### src/rtl/qarma_result_fifo.sv
// rtl/qarma_result_fifo.sv - in-order result buffer between the QARMA core and its Wishbone control slave
// Optional threshold interrupt built only when QARMA_RESULT_IRQ_EN is defined.
module qarma_result_fifo #(
    parameter int DEPTH  = 4,
    parameter int DATA_W = 64,
    parameter int TAG_W  = 4,
    parameter int LW     = $clog2(DEPTH) + 1
) (
    input  logic              wb_clk_i,
    input  logic              wb_rst_ni,
    input  logic              in_valid_i,
    input  logic [DATA_W-1:0] in_data_i,
    input  logic [TAG_W-1:0]  in_tag_i,
    output logic              in_ready_o,
    input  logic              pop_i,
    input  logic              flush_i,
    input  logic              clr_i,
    input  logic [LW-1:0]     thresh_i,
    output logic              out_valid_o,
    output logic [DATA_W-1:0] out_data_o,
    output logic [TAG_W-1:0]  out_tag_o,
    output logic [LW-1:0]     level_o,
    output logic              overflow_o,
    output logic              underflow_o,
    output logic              irq_o
);

    localparam int PW = $clog2(DEPTH);
    localparam int EW = TAG_W + DATA_W;
    localparam logic [LW-1:0] FULL_LVL = LW'(DEPTH);

    logic [EW-1:0] mem_q [DEPTH];
    logic [EW-1:0] mem_d [DEPTH];
    logic [PW-1:0] wr_ptr_q, wr_ptr_d;
    logic [PW-1:0] rd_ptr_q, rd_ptr_d;
    logic [LW-1:0] level_q, level_d;
    logic          overflow_q, overflow_d;
    logic          underflow_q, underflow_d;

    logic full, empty;
    logic push_en, pop_en;
    logic ovf_evt, udf_evt;

    assign full  = (level_q == FULL_LVL);
    assign empty = (level_q == '0);

    // A pop on a full FIFO frees the slot the concurrent push writes into.
    assign push_en = in_valid_i && (!full || pop_i) && !flush_i;
    assign pop_en  = pop_i && !empty && !flush_i;
    assign ovf_evt = in_valid_i && full && !pop_i && !flush_i;
    assign udf_evt = pop_i && empty && !flush_i;

    always_comb begin
        mem_d    = mem_q;
        wr_ptr_d = wr_ptr_q;
        rd_ptr_d = rd_ptr_q;
        level_d  = level_q;
        if (flush_i) begin
            wr_ptr_d = '0;
            rd_ptr_d = '0;
            level_d  = '0;
        end else begin
            if (push_en) begin
                mem_d[wr_ptr_q] = {in_tag_i, in_data_i};
                wr_ptr_d        = wr_ptr_q + PW'(1);
            end
            if (pop_en) begin
                rd_ptr_d = rd_ptr_q + PW'(1);
            end
            if (push_en && !pop_en) begin
                level_d = level_q + LW'(1);
            end else if (pop_en && !push_en) begin
                level_d = level_q - LW'(1);
            end
        end
    end

    // Setting beats clearing when both happen in one cycle.
    always_comb begin
        overflow_d  = ovf_evt || (overflow_q && !clr_i);
        underflow_d = udf_evt || (underflow_q && !clr_i);
    end

    always_ff @(posedge wb_clk_i or negedge wb_rst_ni) begin
        if (!wb_rst_ni) begin
            for (int i = 0; i < DEPTH; i++) begin
                mem_q[i] <= '0;
            end
            wr_ptr_q    <= '0;
            rd_ptr_q    <= '0;
            level_q     <= '0;
            overflow_q  <= 1'b0;
            underflow_q <= 1'b0;
        end else begin
            mem_q       <= mem_d;
            wr_ptr_q    <= wr_ptr_d;
            rd_ptr_q    <= rd_ptr_d;
            level_q     <= level_d;
            overflow_q  <= overflow_d;
            underflow_q <= underflow_d;
        end
    end

`ifdef QARMA_RESULT_IRQ_EN
    logic irq_q, irq_d;

    // Compared against the next level so irq_o moves in step with level_o.
    always_comb begin
        irq_d = (thresh_i != '0) && (level_d >= thresh_i);
    end

    always_ff @(posedge wb_clk_i or negedge wb_rst_ni) begin
        if (!wb_rst_ni) begin
            irq_q <= 1'b0;
        end else begin
            irq_q <= irq_d;
        end
    end

    assign irq_o = irq_q;
`else
    logic unused_thresh;
    assign unused_thresh = ^thresh_i;
    assign irq_o         = 1'b0;
`endif

    assign {out_tag_o, out_data_o} = mem_q[rd_ptr_q];
    assign out_valid_o = !empty;
    assign in_ready_o  = !full;
    assign level_o     = level_q;
    assign overflow_o  = overflow_q;
    assign underflow_o = underflow_q;

endmodule

### config.mk
export PLATFORM = sky130hd
export DESIGN_NAME = qarma_result_fifo
export DESIGN_NICKNAME = d
export VERILOG_FILES = /design/src/rtl/qarma_result_fifo.sv
export SDC_FILE = /design/constraint.sdc
export NUM_CORES = 1
export LEC_CHECK = 0
export ABC_AREA = 1
export CAP_MARGIN = 20
export CORE_UTILIZATION = 40
export CTS_CLUSTER_DIAMETER = 30
export CTS_CLUSTER_SIZE = 10
export DETAILED_ROUTE_END_ITERATION = 6
export GPL_TIMING_DRIVEN = 0
export PLACE_DENSITY = 0.7
export SETUP_SLACK_MARGIN = 0.1
export SLEW_MARGIN = 40
export SYNTH_ARGS = -nofsm -noshare
export SYNTH_HDL_FRONTEND = slang
export SYNTH_SLANG_ARGS = --single-unit
### constraint.sdc
create_clock -name wb_clk_i -period 2 [get_ports wb_clk_i]
set_input_delay 0.3 -clock wb_clk_i [delete_from_list [all_inputs] [get_ports wb_clk_i]]
set_output_delay 0.3 -clock wb_clk_i [all_outputs]
set_load 0.1 [all_outputs]
==> metrics.log, run 1 <==
[metrics] total global routing overflow: 0
[metrics] number of global-route vias before repair: 11,800
[metrics] Max Fclk: 435 MHz
[metrics] instance area at placement: 15,000 um2
[metrics] number of CTS-inserted buffers: 56
[metrics] mean instance size in the synthesized netlist: 8.79 um2
[metrics] Net count, final: 1,717
[metrics] Leakage: 8.81 nW
[metrics] maximum fanout along the worst path: 6
[metrics] remaining antenna violation count: 0
[metrics] top-level I/O count: 153
[metrics] Filler Cells Inserted: 2,140
[metrics] data required time at the worst endpoint: 1.70 ns
[metrics] fin area: 19,800 um2
[metrics] nature of the critical path startpoint: flop
[metrics] Synth Warn #: 0
[metrics] starting density of the core: 41.1%
[metrics] Sequential cell area: 7040 um2
[metrics] number of DRC violations after detailed routing: 0
[metrics] post-synthesis instance total: 1,400
[metrics] Synthesized Nets: 1,482
[metrics] number of different library cells in the post-synthesis netlist: 25
[metrics] largest area contributor in the synthesized netlist: sky130_fd_sc_hd__dfrtp_1
[metrics] vias per cell: 5.52
[metrics] weighted congestion at the end of routability-driven global placement: 0.817
[metrics] category of the worst setup path capture point: output port
[metrics] die width: 177 um
[metrics] category of the critical setup timing path: reg -> out
[metrics] antenna diode count: 0
[metrics] VDD IR max: 1.11 mV
[metrics] netlist area before placement: 12,300 um2
[metrics] initial antenna violation count: 0
[metrics] clock sink count: 281
[metrics] fraction of layout cells with a size suffix above 1: 33.8%
[metrics] crit path launch: rd_ptr_q[0]$_DFFE_PN0P_
[metrics] leading post-synthesis cells by cell area: sky130_fd_sc_hd__dfrtp_1, sky130_fd_sc_hd__o21ai_0, sky130_fd_sc_hd__nand2_1
[metrics] Min Clock Period, post-route: 2.30 ns
[metrics] Vias: 11,400
[metrics] all-layer global routing usage: 26.3%
[metrics] total number of H-tree levels: 2
[metrics] worst r2r path cells: 10
[metrics] cell at the root of the clock tree: sky130_fd_sc_hd__clkbuf_16
[metrics] Die Y-Extent: 177 um
[metrics] worst reg2reg path startpoint: level_o[1]$_DFFE_PN0P_
[metrics] largest net degree at the start of global routing: 71
[metrics] post-route fraction of the period consumed by the critical path: 115%
[metrics] Power Dens Cells: 2010 nW/um2
[metrics] arrival time of data at the critical path endpoint: 2.00 ns
[metrics] combined area of the multi-input logic cells: 6240 um2
[metrics] violated checks: setup timing
[metrics] final worst slack: -0.300 ns
[metrics] HPWL Detailed: 24.8 mm
[metrics] Pre-antenna DRT Iters: 5
[metrics] top cell types by occurrence after synthesis: sky130_fd_sc_hd__nand2_1, sky130_fd_sc_hd__dfrtp_1, sky130_fd_sc_hd__o21ai_0
[metrics] top flip-flop cell by instance count after synthesis: sky130_fd_sc_hd__dfrtp_1
[metrics] clock tree buffer depth: 3
[metrics] number of placement rows: 63
[metrics] CTS tree: built
[metrics] RSZ-0062 raised after global routing: yes
[metrics] area enclosed by the die boundary: 31,500 um2
[metrics] most instantiated library cell after synthesis: sky130_fd_sc_hd__nand2_1
[metrics] wire length of the first global-routing pass: 64.2 mm
[metrics] ys async rst share: 100%
[metrics] clock slew at reported path FFs: 0.05 ns
[metrics] final routed wirelength across all metal layers: 41.3 mm
[metrics] later-pin clock latency in the skew report: 0.56 ns
[metrics] total of buffers placed on input and output ports: 148
[metrics] wire length per cell after detailed routing: 19.9 um
[metrics] setup-violating endpoint count in the final report: 68
[metrics] register bit count reported by yosys: 281
[metrics] type of the tightest min-delay check: in -> async
[metrics] fraction of the yosys area taken by sequential cells: 57.1%
[metrics] Setup Skew: 0.0188 ns
[metrics] Max-Cap Viols: 0
[metrics] Synth top area share: 57.1%
[metrics] Final Hold Violating Endpoints: 0
[metrics] WHS: 0.225 ns
[metrics] max-slew violation count: 0
[metrics] post-synthesis to final-layout area growth: 60.8%
[metrics] standard cell core area: 30,000 um2
[metrics] Detailed Route Iter0 Violations: 878
[metrics] result of the run: finished with violations
[metrics] number of flops mapped to enable cells by yosys: 0
[power breakdown]
group | internal, mW | switching, mW | total (mW)
combinational | 7.80 | 13.0 | 20.8
clock | 6.06 | 3.11 | 9.17
sequential | 7.96 | 1.74 | 9.70
[timing repair]
| action | CTS | global route |
|---|---|---|
| gates resized for setup | 578 | 221 |
| pin swaps | 45 | 12 |
| endpoints found under the setup margin | 98 | 109 |
| buffers inserted | 7 | 2 |
| gates cloned | 12 | 3 |
| endpoints found under the hold margin | 45 | 0 |
| hold buffers | 1 | 0 |
[cells in the final DEF (no fill, tap or decap), drive strengths merged]
master         count
o21ai            413
nand2            296
dfrtp            281
buf              166
nor2             140
clkbuf           113
inv               84
clkdlybuf4s50     72
o22ai             68
clkinv            19
clkinvlp           8
nand3              6
ha                 4
bufinv             3
a21oi              2
o32ai              2
nand4              1
fa                 1
conb               1
dlygate4sd3        1
[worst max-delay path: stages, from the launching register on]
cell                        delay [ns]
sky130_fd_sc_hd__dfrtp_1          0.40
sky130_fd_sc_hd__buf_6            0.16
sky130_fd_sc_hd__clkinv_8         0.08
sky130_fd_sc_hd__buf_12           0.16
sky130_fd_sc_hd__clkbuf_16        0.18
sky130_fd_sc_hd__o21ai_4          0.06
sky130_fd_sc_hd__o22ai_4          0.18
sky130_fd_sc_hd__buf_12           0.21
[cells by family (layout without fill, tap and decap cells)]
logic type                 after synthesis  count (layout)  synth area share, %
adders and majority gates                5               5                0.569
other                                    1               1               0.0305
buffers and inverters                  185             466                 7.40
AOI/OAI and AO/OA                      485             485                 20.5
and+or+nand+nor                        443             443                 14.4
DFF                                    281             281                 57.1
[sequential cells by signal, indices dropped and copies added, names as in the netlist]
| register | cells |
|---|---|
| mem_q | 272 |
| level_o | 3 |
| rd_ptr_q | 2 |
| wr_ptr_q | 2 |
| overflow_o | 1 |
| underflow_o | 1 |
[final timing paths]
kind,end,slack (ns)
worst min register to register,mem_q[218]$_DFFE_PN0P_,0.48
worst max-delay path,out_data_o[1],-0.30
min in group wb_clk_i,overflow_o$_DFF_PN0_,0.34
max in group asynchronous,mem_q[33]$_DFFE_PN0P_,0.74
worst min-delay path,mem_q[59]$_DFFE_PN0P_,0.23
worst max register to register,mem_q[257]$_DFFE_PN0P_,0.11
[final cells by class]
cell class / count / area share (%)
Buffer: 101 / 5.78
Clock buffer: 74 / 8.19
Clock inverter: 30 / 1.41
Inverter: 84 / 1.71
Multi-Input combinational cell: 934 / 31.5
Sequential cell: 281 / 35.6
Tap cell: 390 / 2.47
Timing Repair Buffer: 177 / 13.3
[routing by layer]
layer | vias to the layer above | GRT usage (%) | part of all wire, %
li1 | 5166 | - | -
met1 | 5670 | 34.3 | 41
met2 | 472 | 43.3 | 49
met3 | 116 | 4.24 | 6.5
met4 | 0 | 11.4 | 4.2
met5 | - | 0 | 0
[through the flow]
stage                     power (mW)  worst slack (ns)  TNS (ns)  cells  util (%)
after global routing            41.2            -0.354    -21.80   2071      66.1
after CTS                       38.5            -0.328    -19.54   2066      63.4
after floorplan                 21.6          -0.00858  -0.00858   1400         -
after global placement          25.1            -13.41  -3293.30   1938      51.0
final                           39.7            -0.300    -17.98   2071      66.1
after detailed placement        24.5            -0.478    -32.12   1942      50.1
Note: power is estimated with default switching activity, not from simulation.
==> run 2: changes to the inputs <==
Settings changed: DONT_BUFFER_PORTS from default to 1, PLACE_DENSITY 0.7 to 0.63.
==> run 2 against run 1 <==
Against the previous run: the flow finishes with violations (hold timing, setup timing); critical endpoint is now out_data_o[0]; final area increased by 9.0%; first-iteration DRC count grew 19%; hold slack got worse by 0.79 ns; utilization up 5.9 points; global-route usage shrank 0.11 points; cell count shrank 0.19%.
==> metrics.log, run 2 (synthesis gave the netlist of run 1 again) <==
[metrics] wire length of the first global-routing pass: 63.8 mm (was 64.2 mm)
[metrics] max-slew violation count: 0 (unchanged)
[metrics] remaining antenna violation count: 0 (unchanged)
[metrics] # hold bufs at CTS: 70 (was 1)
[metrics] total global routing overflow: 0 (unchanged)
[metrics] die width: 177 um (unchanged)
[metrics] all-layer global routing usage: 26.2% (was 26.3%)
[metrics] most common cell after layout, fill and taps aside: sky130_fd_sc_hd__dfrtp_1 (was sky130_fd_sc_hd__nand2_1)
[metrics] fraction of layout cells with a size suffix above 1: 50.9% (was 33.8%)
[metrics] vias per cell: 5.87 (was 5.52)
[metrics] Detailed Route Iter0 Violations: 1,042 (was 878)
[metrics] Max-Cap Viols: 0 (unchanged)
[metrics] VDD IR max: 1.33 mV (was 1.11 mV)
[metrics] cell at the root of the clock tree: sky130_fd_sc_hd__clkbuf_16 (unchanged)
[metrics] Pre-antenna DRT Iters: 5 (unchanged)
[metrics] final worst slack: -0.618 ns (was -0.300 ns)
[metrics] Largest Register: mem_q (unchanged)
[metrics] worst-path cell chain: buf_6, buf_4, o21ai_0, o22ai_4 (was buf_6, clkinv_8, buf_12, clkbuf_16, o21ai_4, o22ai_4, buf_12)
[metrics] Net count, final: 1,708 (was 1,717)
[metrics] number of flip-flops under the largest register name: 272 (unchanged)
[metrics] number of global-route vias before repair: 11,200 (was 11,800)
[metrics] HPWL Detailed: 23.6 mm (was 24.8 mm)
[metrics] largest net degree at the start of global routing: 282 (was 71)
[metrics] setup-violating endpoint count in the final report: 242 (was 68)
[metrics] maximum fanout along the worst path: 10 (was 6)
[metrics] arrival time of data at the critical path endpoint: 2.32 ns (was 2.00 ns)
[metrics] Slew Limit Headroom: 45.0%
[metrics] Max Fclk: 382 MHz (was 435 MHz)
[metrics] Leakage: 9.56 nW (was 8.81 nW)
[metrics] clock slew at reported path FFs: 0.05 ns (about the same)
[metrics] final routed wirelength across all metal layers: 50.3 mm (was 41.3 mm)
[metrics] standard cell core area: 30,000 um2 (unchanged)
[metrics] total number of H-tree levels: 2 (unchanged)
[metrics] post-route fraction of the period consumed by the critical path: 131% (was 115%)
[metrics] clock tree buffer depth: 3 (unchanged)
[metrics] nature of the critical path startpoint: flop (unchanged)
[metrics] post-synthesis to final-layout area growth: 75.2% (was 60.8%)
[metrics] Setup Skew: 0.0238 ns (was 0.0188 ns)
[metrics] area enclosed by the die boundary: 31,500 um2 (unchanged)
[metrics] commonest cells after routing, fill and taps aside: sky130_fd_sc_hd__dfrtp_1, sky130_fd_sc_hd__o21ai_2, sky130_fd_sc_hd__o21ai_1 (was sky130_fd_sc_hd__nand2_1, sky130_fd_sc_hd__dfrtp_1, sky130_fd_sc_hd__o21ai_1)
[metrics] WHS: -0.567 ns (was 0.225 ns)
[metrics] violated checks: hold timing, setup timing (was setup timing)
[metrics] type of the tightest min-delay check: in -> async (unchanged)
[metrics] Vias: 12,100 (was 11,400)
[metrics] number of CTS-inserted buffers: 61 (was 56)
[metrics] Design Power: 39.2 mW (was 39.7 mW)
[metrics] wire length per cell after detailed routing: 24.3 um (was 19.9 um)
[metrics] later-pin clock latency in the skew report: 0.57 ns (was 0.56 ns)
[metrics] cell with the largest stage delay on the worst path: sky130_fd_sc_hd__o22ai_4 (was sky130_fd_sc_hd__dfrtp_1)
[metrics] total of buffers placed on input and output ports: 0 (was 148)
[metrics] Cell Count Post-Placement: 1,790 (was 1,942)
[metrics] data required time at the worst endpoint: 1.70 ns (about the same)
[metrics] top-level I/O count: 153 (unchanged)
[metrics] antenna diode count: 0 (unchanged)
[metrics] initial antenna violation count: 0 (unchanged)
[metrics] RSZ-0062 raised after global routing: yes (unchanged)
[metrics] clock sink count: 281 (unchanged)
[metrics] Post-Place Worst Slack: -0.532 ns (was -0.478 ns)
[metrics] Power Dens Cells: 1820 nW/um2 (was 2010 nW/um2)
[metrics] fin cells: 2,067 (was 2,071)
[metrics] Min Clock Period, post-route: 2.62 ns (was 2.30 ns)
[metrics] starting density of the core: 41.1% (unchanged)
[metrics] category of the critical setup timing path: reg -> out (unchanged)
[metrics] number of DRC violations after detailed routing: 0 (unchanged)
[metrics] Die Y-Extent: 177 um (unchanged)
[metrics] number of placement rows: 63 (unchanged)
[metrics] Final Hold Violating Endpoints: 281 (was 0)
[metrics] result of the run: finished with violations (unchanged)
[metrics] largest stage delay on the critical path: 0.70 ns (was 0.40 ns)
[metrics] transition time at the pin with the least slew margin: 0.847 ns
[metrics] weighted congestion at the end of routability-driven global placement: 0.793 (was 0.817)
[metrics] category of the worst setup path capture point: output port (unchanged)
[metrics] CTS tree: built (unchanged)
run 2: worst max-delay path, delay by kind of cell, from the launching register on:
kind | cells | cell delay, ns
AO/OA/AOI/OAI | 2 | 0.89
flip-flops | 1 | 0.42
buffers and inverters | 2 | 0.42
run 2: power by group:
group / leakage, nW / switching, mW / internal [mW]
combinational: 4.91 / 12.7 / 5.61
clock: 1.04 / 3.40 / 7.03
sequential: 3.61 / 2.52 / 7.96
total: 9.56 / 18.6 / 20.6
run 2: layer usage:
metal | vias up | track usage [%] | wire [um]
met5 | - | 0 | 0
met4 | 0 | 9.19 | 2350
met3 | 190 | 5.72 | 3610
met2 | 584 | 41.8 | 24500
met1 | 6163 | 35.2 | 19800
li1 | 5203 | - | -
run 2: metrics by stage:
step	area, um2	utilization [%]	TNS, ns
2_1_floorplan	13300	-	-0.00858
3_3_place_gp	13800	46.1	-31.72
3_5_place_dp	13800	46.1	-34.96
4_1_cts	17700	59.0	-36.94
5_1_grt	21600	72.0	-55.19
6_report	21600	72.0	-41.94
run 2: path summary, 6_finish.rpt:
kind / from / end / slack [ns] / cells past startpoint
setup / recovery: rd_ptr_q[0]$_DFFE_PN0P_ / out_data_o[0] / -0.62 / 4
hold / removal: wb_rst_ni / mem_q[194]$_DFFE_PN0P_ / -0.57 / 0
setup reg to reg: level_o[1]$_DFFE_PN0P_ / level_o[1]$_DFFE_PN0P_ / -0.13 / 9
hold reg to reg: mem_q[90]$_DFFE_PN0P_ / mem_q[90]$_DFFE_PN0P_ / 0.47 / 2
max in group asynchronous: wb_rst_ni / mem_q[242]$_DFFE_PN0P_ / 2.14 / 0
min in group wb_clk_i: flush_i / level_o[2]$_DFFE_PN0P_ / 0.03 / 4
run 2: timing repair:
item	CTS	global route
gates cloned	11	52
hold endpoints to repair	544	281
setup endpoints to repair	300	345
gates resized for setup	312	813
pin swaps	64	70
setup buffers	11	19
run 2: layout make-up:
cell class / count / area (um2)
tap: 390 / 488
inverter: 84 / 359
multi-input combinational: 939 / 7540
timing repair inverter: 1 / 20.0
clock inverter: 41 / 492
sequential: 281 / 7050
clock buffer: 73 / 1650
buffer: 101 / 1570
fill: 1870 / 8380
timing repair buffer: 157 / 2400
==> RTL change 1, RTL diff (flow settings as in run 1) <==
The option `QARMA_RESULT_IRQ_EN` is turned on by a define.
--- a/src/rtl/qarma_result_fifo.sv
+++ b/src/rtl/qarma_result_fifo.sv
@@ -1,4 +1,6 @@
 // rtl/qarma_result_fifo.sv - in-order result buffer between the QARMA core and its Wishbone control slave
 // Optional threshold interrupt built only when QARMA_RESULT_IRQ_EN is defined.
+`define QARMA_RESULT_IRQ_EN
+
 module qarma_result_fifo #(
     parameter int DEPTH  = 4,
Check against the original RTL: not equivalent (Yosys sat finds a counterexample within 4 cycles, from zero or initial values and one cycle with wb_rst_ni low).
==> RTL change 1 against run 1 <==
The flow still finishes with violations (setup timing); critical path depth is 1 lower; sequential power is 13% lower; largest cell class is now multi-input gates; final area is 10% higher; largest power group is now the clock network; combinational power is 46% lower; global-route usage is 2.3 points higher; critical path type unchanged; final cell count is 17% higher; total power is 18% lower; worst setup slack worse by 0.086 ns; routed wire length is 16% higher; sequential cell count is 1 higher; synthesized area is 7.5% higher.
==> RTL change 1: results <==
group,metric,value,unit
placement,dp_hpwl,29.3,mm
logic_synthesis,synth_cell_types,23,
run_status,violations,"setup timing",
cells_and_area,post_route_cells_drive_above_1_share,32.0,%
grt,maximum_number_of_pins_on_one_net_before_global_route_repair,72,
setup_path,ff2ff_path_depth,14,
power,vdd_drop_max,1.13,mV
setup_path,reg2reg_to,"irq_o$_DFF_PN0_",
placement,preCtsSetupSlack,-0.632,ns
logic_synthesis,netlist_top_cells_area,"sky130_fd_sc_hd__dfrtp_1 53%, sky130_fd_sc_hd__nand2_1 16%, sky130_fd_sc_hd__o21ai_0 15%",
cells_and_area,fill_cell_count,2455,
drt,drtIter0Drc,1062,
clocking,clk_latency_worst_skew_pair,0.57,ns
power,switching_share,37.0,%
logic_synthesis,yosysSeqAreaShare,53.3,%
setup_path,ff2ff_setup_slack,-0.20,ns
setup_path,worst-path-max-fanout,7,
timing,timing.final.setup_violations,69,
drt,route.final.wire_length,48.0,mm
grt,global_route_wire_length_before_repair,74.5,mm
timing,skew,0.0147,ns
logic_synthesis,most_used_standard_cells_in_the_synthesized_netlist,"560 x sky130_fd_sc_hd__nand2_1, 387 x sky130_fd_sc_hd__o21ai_0, 282 x sky130_fd_sc_hd__dfrtp_1",
setup_path,critPathArrivalTime,2.09,ns
power,p_leak,9.99,nW
setup_path,r2r_start,"level_o[1]$_DFF_PN0_",
cells_and_area,largest_register_ffs,272,
clocking,htree_levels,3,
placement,place_congestion,0.856,
timing,setup-tns-final,-22.78,ns
run_status,result_of_the_run,"finished, violations left",
grt,grtUsageTotal,28.6,%
timing,post-route-worst-setup-slack,-0.387,ns
drt,num_vias,13400,
grt,vias_in_the_first_global_route,13500,
clocking,cts_buffers,76,
## RTL change 1: layout make-up
| type | instances | area [µm²] | share of cell area, % |
|---|---|---|---|
| multi-input cells | 1218 | 7310 | 33.5 |
| inverters | 24 | 110 | 0.505 |
| repair buffers | 185 | 2660 | 12.2 |
| well taps | 442 | 553 | 2.54 |
| clock inverters | 31 | 493 | 2.26 |
| plain buffers | 130 | 1410 | 6.45 |
| clock buffers | 105 | 2210 | 10.1 |
| flip-flops and latches | 282 | 7070 | 32.4 |
## RTL change 1: kinds of logic (layout without fill, tap and decap cells)
logic type / Yosys count / count (layout) / share of synthesized area (%)
simple gates: 720 / 720 / 21.1
fa+ha+maj: 10 / 10 / 0.945
buf+inv: 154 / 475 / 5.52
compound gates: 488 / 488 / 19.2
flops: 282 / 282 / 53.3
## RTL change 1: routing by layer
layer / track usage (%) / vias up / part of all wire [%]
met5: 0 / - / 0
met4: 12.3 / 0 / 3.5
met3: 4.87 / 125 / 6.8
met2: 46.8 / 583 / 49
met1: 37.4 / 6636 / 41
li1: - / 6049 / -
## RTL change 1: what timing repair did
action,CTS,global route
hold endpoints to repair,53,0
hold buffers,1,0
gates cloned,6,2
resized for setup,569,306
setup buffers,10,10
setup endpoints to repair,343,267
pin swaps,42,23
## RTL change 1: worst max-delay path by stage
stage	endpoint	slack (ns)	cells past startpoint
6_report	out_data_o[45]	-0.39	6
5_1_grt	out_data_o[21]	-0.40	7
4_1_cts	out_data_o[55]	-0.36	7
3_5_place_dp	irq_o$_DFF_PN0_	-0.63	15
3_3_place_gp	level_o[0]$_DFF_PN0_	-13.87	1
2_1_floorplan	irq_o$_DFF_PN0_	-0.35	14
## RTL change 1: per-stage QoR
| stage | area [µm²] | cells | util [%] | hold WS, ns |
|---|---|---|---|---|
| 2_1_floorplan | 14300 | 1654 | - | 0.00441 |
| 3_3_place_gp | 16300 | 2248 | 50.2 | 0.463 |
| 3_5_place_dp | 16100 | 2252 | 49.4 | 0.268 |
| 4_1_cts | 20800 | 2405 | 63.8 | 0.267 |
| 5_1_grt | 21800 | 2417 | 67.0 | 0.311 |
| 6_report | 21800 | 2417 | 67.0 | 0.261 |
## RTL change 1: power by group through the flow
stage	clock network, W	registers (W)	logic [W]
3_3_place_gp	0	0.00811	0.00890
3_5_place_dp	0	0.00816	0.00862
4_1_cts	0.0127	0.00822	0.0109
5_1_grt	0.0131	0.00862	0.0119
2_1_floorplan	0	0.00804	0.00687
6_report	0.0127	0.00844	0.0113
## RTL change 1: critical path, delay by kind of cell (launching register included)
kind	cells	cell delay (ns)
flops	1	0.39
compound gates	2	0.47
buf+inv	4	0.64
==> RTL change 2, RTL diff (flow settings as in run 1) <==
Made on the original files. Put one more register stage on the output `overflow_o`, without a reset. The value now appears one clock later. The other outputs are not delayed to match.
--- a/src/rtl/qarma_result_fifo.sv
+++ b/src/rtl/qarma_result_fifo.sv
@@ -129,5 +129,7 @@
     assign in_ready_o  = !full;
     assign level_o     = level_q;
-    assign overflow_o  = overflow_q;
+    always_ff @(posedge wb_clk_i) begin
+        overflow_o <= overflow_q;
+    end
     assign underflow_o = underflow_q;
 
Check against the original RTL: same outputs for any inputs over 4 cycles, from zero or initial values and one cycle with wb_rst_ni low; that may be too few to reach the edited logic, so the function may still have changed.
==> RTL change 2 against run 1 <==
Sequential cell count up 1; total power increased by 2.4%; final area is 2.3% lower; synthesized area is 0.16% higher; clock skew is 0.0020 ns lower; the run still ends with setup timing left; routed wire length fell by 2.0%; worst setup slack got worse by 0.029 ns; largest power group unchanged; synthesized cell count about the same.
==> RTL change 2: results <==
group,metric,value,unit
logic_synthesis,share_of_async_settable_or_async_resettable_flops_after_synthesis,99.6,%
power,power_switching,0.0174,W
power,vdd_drop_max,1.83,mV
logic_synthesis,yosysSeqAreaShare,57.2,%
power,p_total,0.0406,W
drt,wl_met1,17.0,mm
drt,route.final.wire_length,40.5,mm
logic_synthesis,synth-main-ff-cell,"sky130_fd_sc_hd__dfrtp_1",
drt,top_signal_layer_used,"met4",
drt,detailroute.wirelength.met3,2.33,mm
power,combinationalPowerShare,48.6,%
logic_synthesis,postSynthAreaPerCell,8.80,µm²
clocking,root_buffer,"sky130_fd_sc_hd__clkbuf_16",
placement,placed_cells_incl_taps,1943,
grt,grt_util_met1,35.3,%
power,sequentialPower,0.00941,W
run_status,violations,"setup timing",
cells_and_area,antennaDiodeCount,0,
logic_synthesis,total_of_warnings_raised_by_yosys,0,
setup_path,ff2ff_setup_slack,0.13,ns
timing,slew_headroom,66.5,%
grt,globalRouteMet2Util,43.6,%
placement,dp_hpwl,24.7,mm
timing,timing.final.setup_violations,68,
hold_path,hp-class,"in2async",
grt,grtUsageTotal,26.8,%
clocking,cts_buffers,69,
grt,vias_in_the_first_global_route,11900,
cells_and_area,num-nets-final,1715,
clocking,clk_latency_worst_skew_pair,0.55,ns
grt,antenna_found_initial,0,
cells_and_area,post_route_cells_drive_above_1_share,28.1,%
timing,setup-tns-final,-19.12,ns
run_status,result_of_the_run,"finished, violations left",
setup_path,cp_slowest_stage_delay,0.39,ns
placement,cell_area_after_placement,15000,µm²
setup_path,worst-path-max-fanout,10,
setup_path,ff2ff_path_depth,13,
drt,routed-wl-met2,19.9,mm
grt,maximum_number_of_pins_on_one_net_before_global_route_repair,75,
drt,num_vias,11300,
logic_synthesis,synth_nets,1483,
clocking,clkSlewWorstSetupHoldPaths,0.04,ns
drt,routedWlPerCell,19.5,µm
grt,grt_util_met3,4.33,%
power,p_leak,8.81,nW
logic_synthesis,synth_cell_types,26,
setup_path,r2r_start,"level_o[0]$_DFFE_PN0P_",
timing,post-route-worst-setup-slack,-0.329,ns
grt,global_route_wire_length_before_repair,65.3,mm
timing,skew,0.0168,ns
clocking,htree_levels,3,
setup_path,reg2reg_to,"level_o[2]$_DFFE_PN0P_",
logic_synthesis,netlist_top_cells_area,"sky130_fd_sc_hd__dfrtp_1 57%, sky130_fd_sc_hd__o21ai_0 10%, sky130_fd_sc_hd__nand2_1 8.9%",
drt,drtIter0Drc,1069,
drt,detailedRoute.firstPassIterationCount,5,
placement,place_congestion,0.861,
cells_and_area,regMostFlops,"mem_q",
cells_and_area,fill_cell_count,2280,
-- RTL change 2: changes by cell type after synthesis --
cell	before	now
sky130_fd_sc_hd__dfxtp_1	0	1
-- RTL change 2: area by class of cell --
class                   instances  area (µm²)  area share [%]
repair buffers                161        2380            12.3
clock inverters                30         398            2.06
flip-flops and latches        282        7060            36.6
inverters                      84         333            1.72
well taps                     390         488            2.53
clock buffers                  97        2030            10.5
multi-input cells             934        5630            29.1
plain buffers                 101        1010            5.21
-- RTL change 2: worst max path at each step --
| stage | from | end |
|---|---|---|
| floorplan | level_o[0]$_DFFE_PN0P_ | level_o[2]$_DFFE_PN0P_ |
| global placement | wb_rst_ni | level_o[1]$_DFFE_PN0P_ |
| detailed placement | rd_ptr_q[1]$_DFFE_PN0P_ | out_data_o[32] |
| CTS | rd_ptr_q[0]$_DFFE_PN0P_ | out_data_o[0] |
| global route | rd_ptr_q[0]$_DFFE_PN0P_ | out_data_o[2] |
| finish | rd_ptr_q[0]$_DFFE_PN0P_ | out_data_o[2] |
-- RTL change 2: what timing repair did --
| action | CTS | global route |
|---|---|---|
| hold buffers | 1 | 0 |
| setup buffers | 1 | 4 |
| endpoints found under the setup margin | 109 | 95 |
| resized for setup | 487 | 111 |
| hold endpoints to repair | 68 | 0 |
| pin swaps | 22 | 21 |
| cloned | 3 | 0 |
-- RTL change 2: through the flow --
| step | hold slack [ns] | setup WS, ns |
|---|---|---|
| final | 0.310 | -0.329 |
| after global routing | 0.338 | -0.369 |
| after CTS | 0.322 | -0.329 |
| after detailed placement | 0.299 | -0.517 |
| after global placement | 0.361 | -13.40 |
| after floorplan | 0.00441 | -0.00858 |
-- RTL change 2: cells by family after synthesis --
group / synth area share (%)
fa+ha+maj: 0.568
flops: 57.2
compound gates: 20.4
buf+inv: 7.39
simple gates: 14.4
other cells: 0.0304
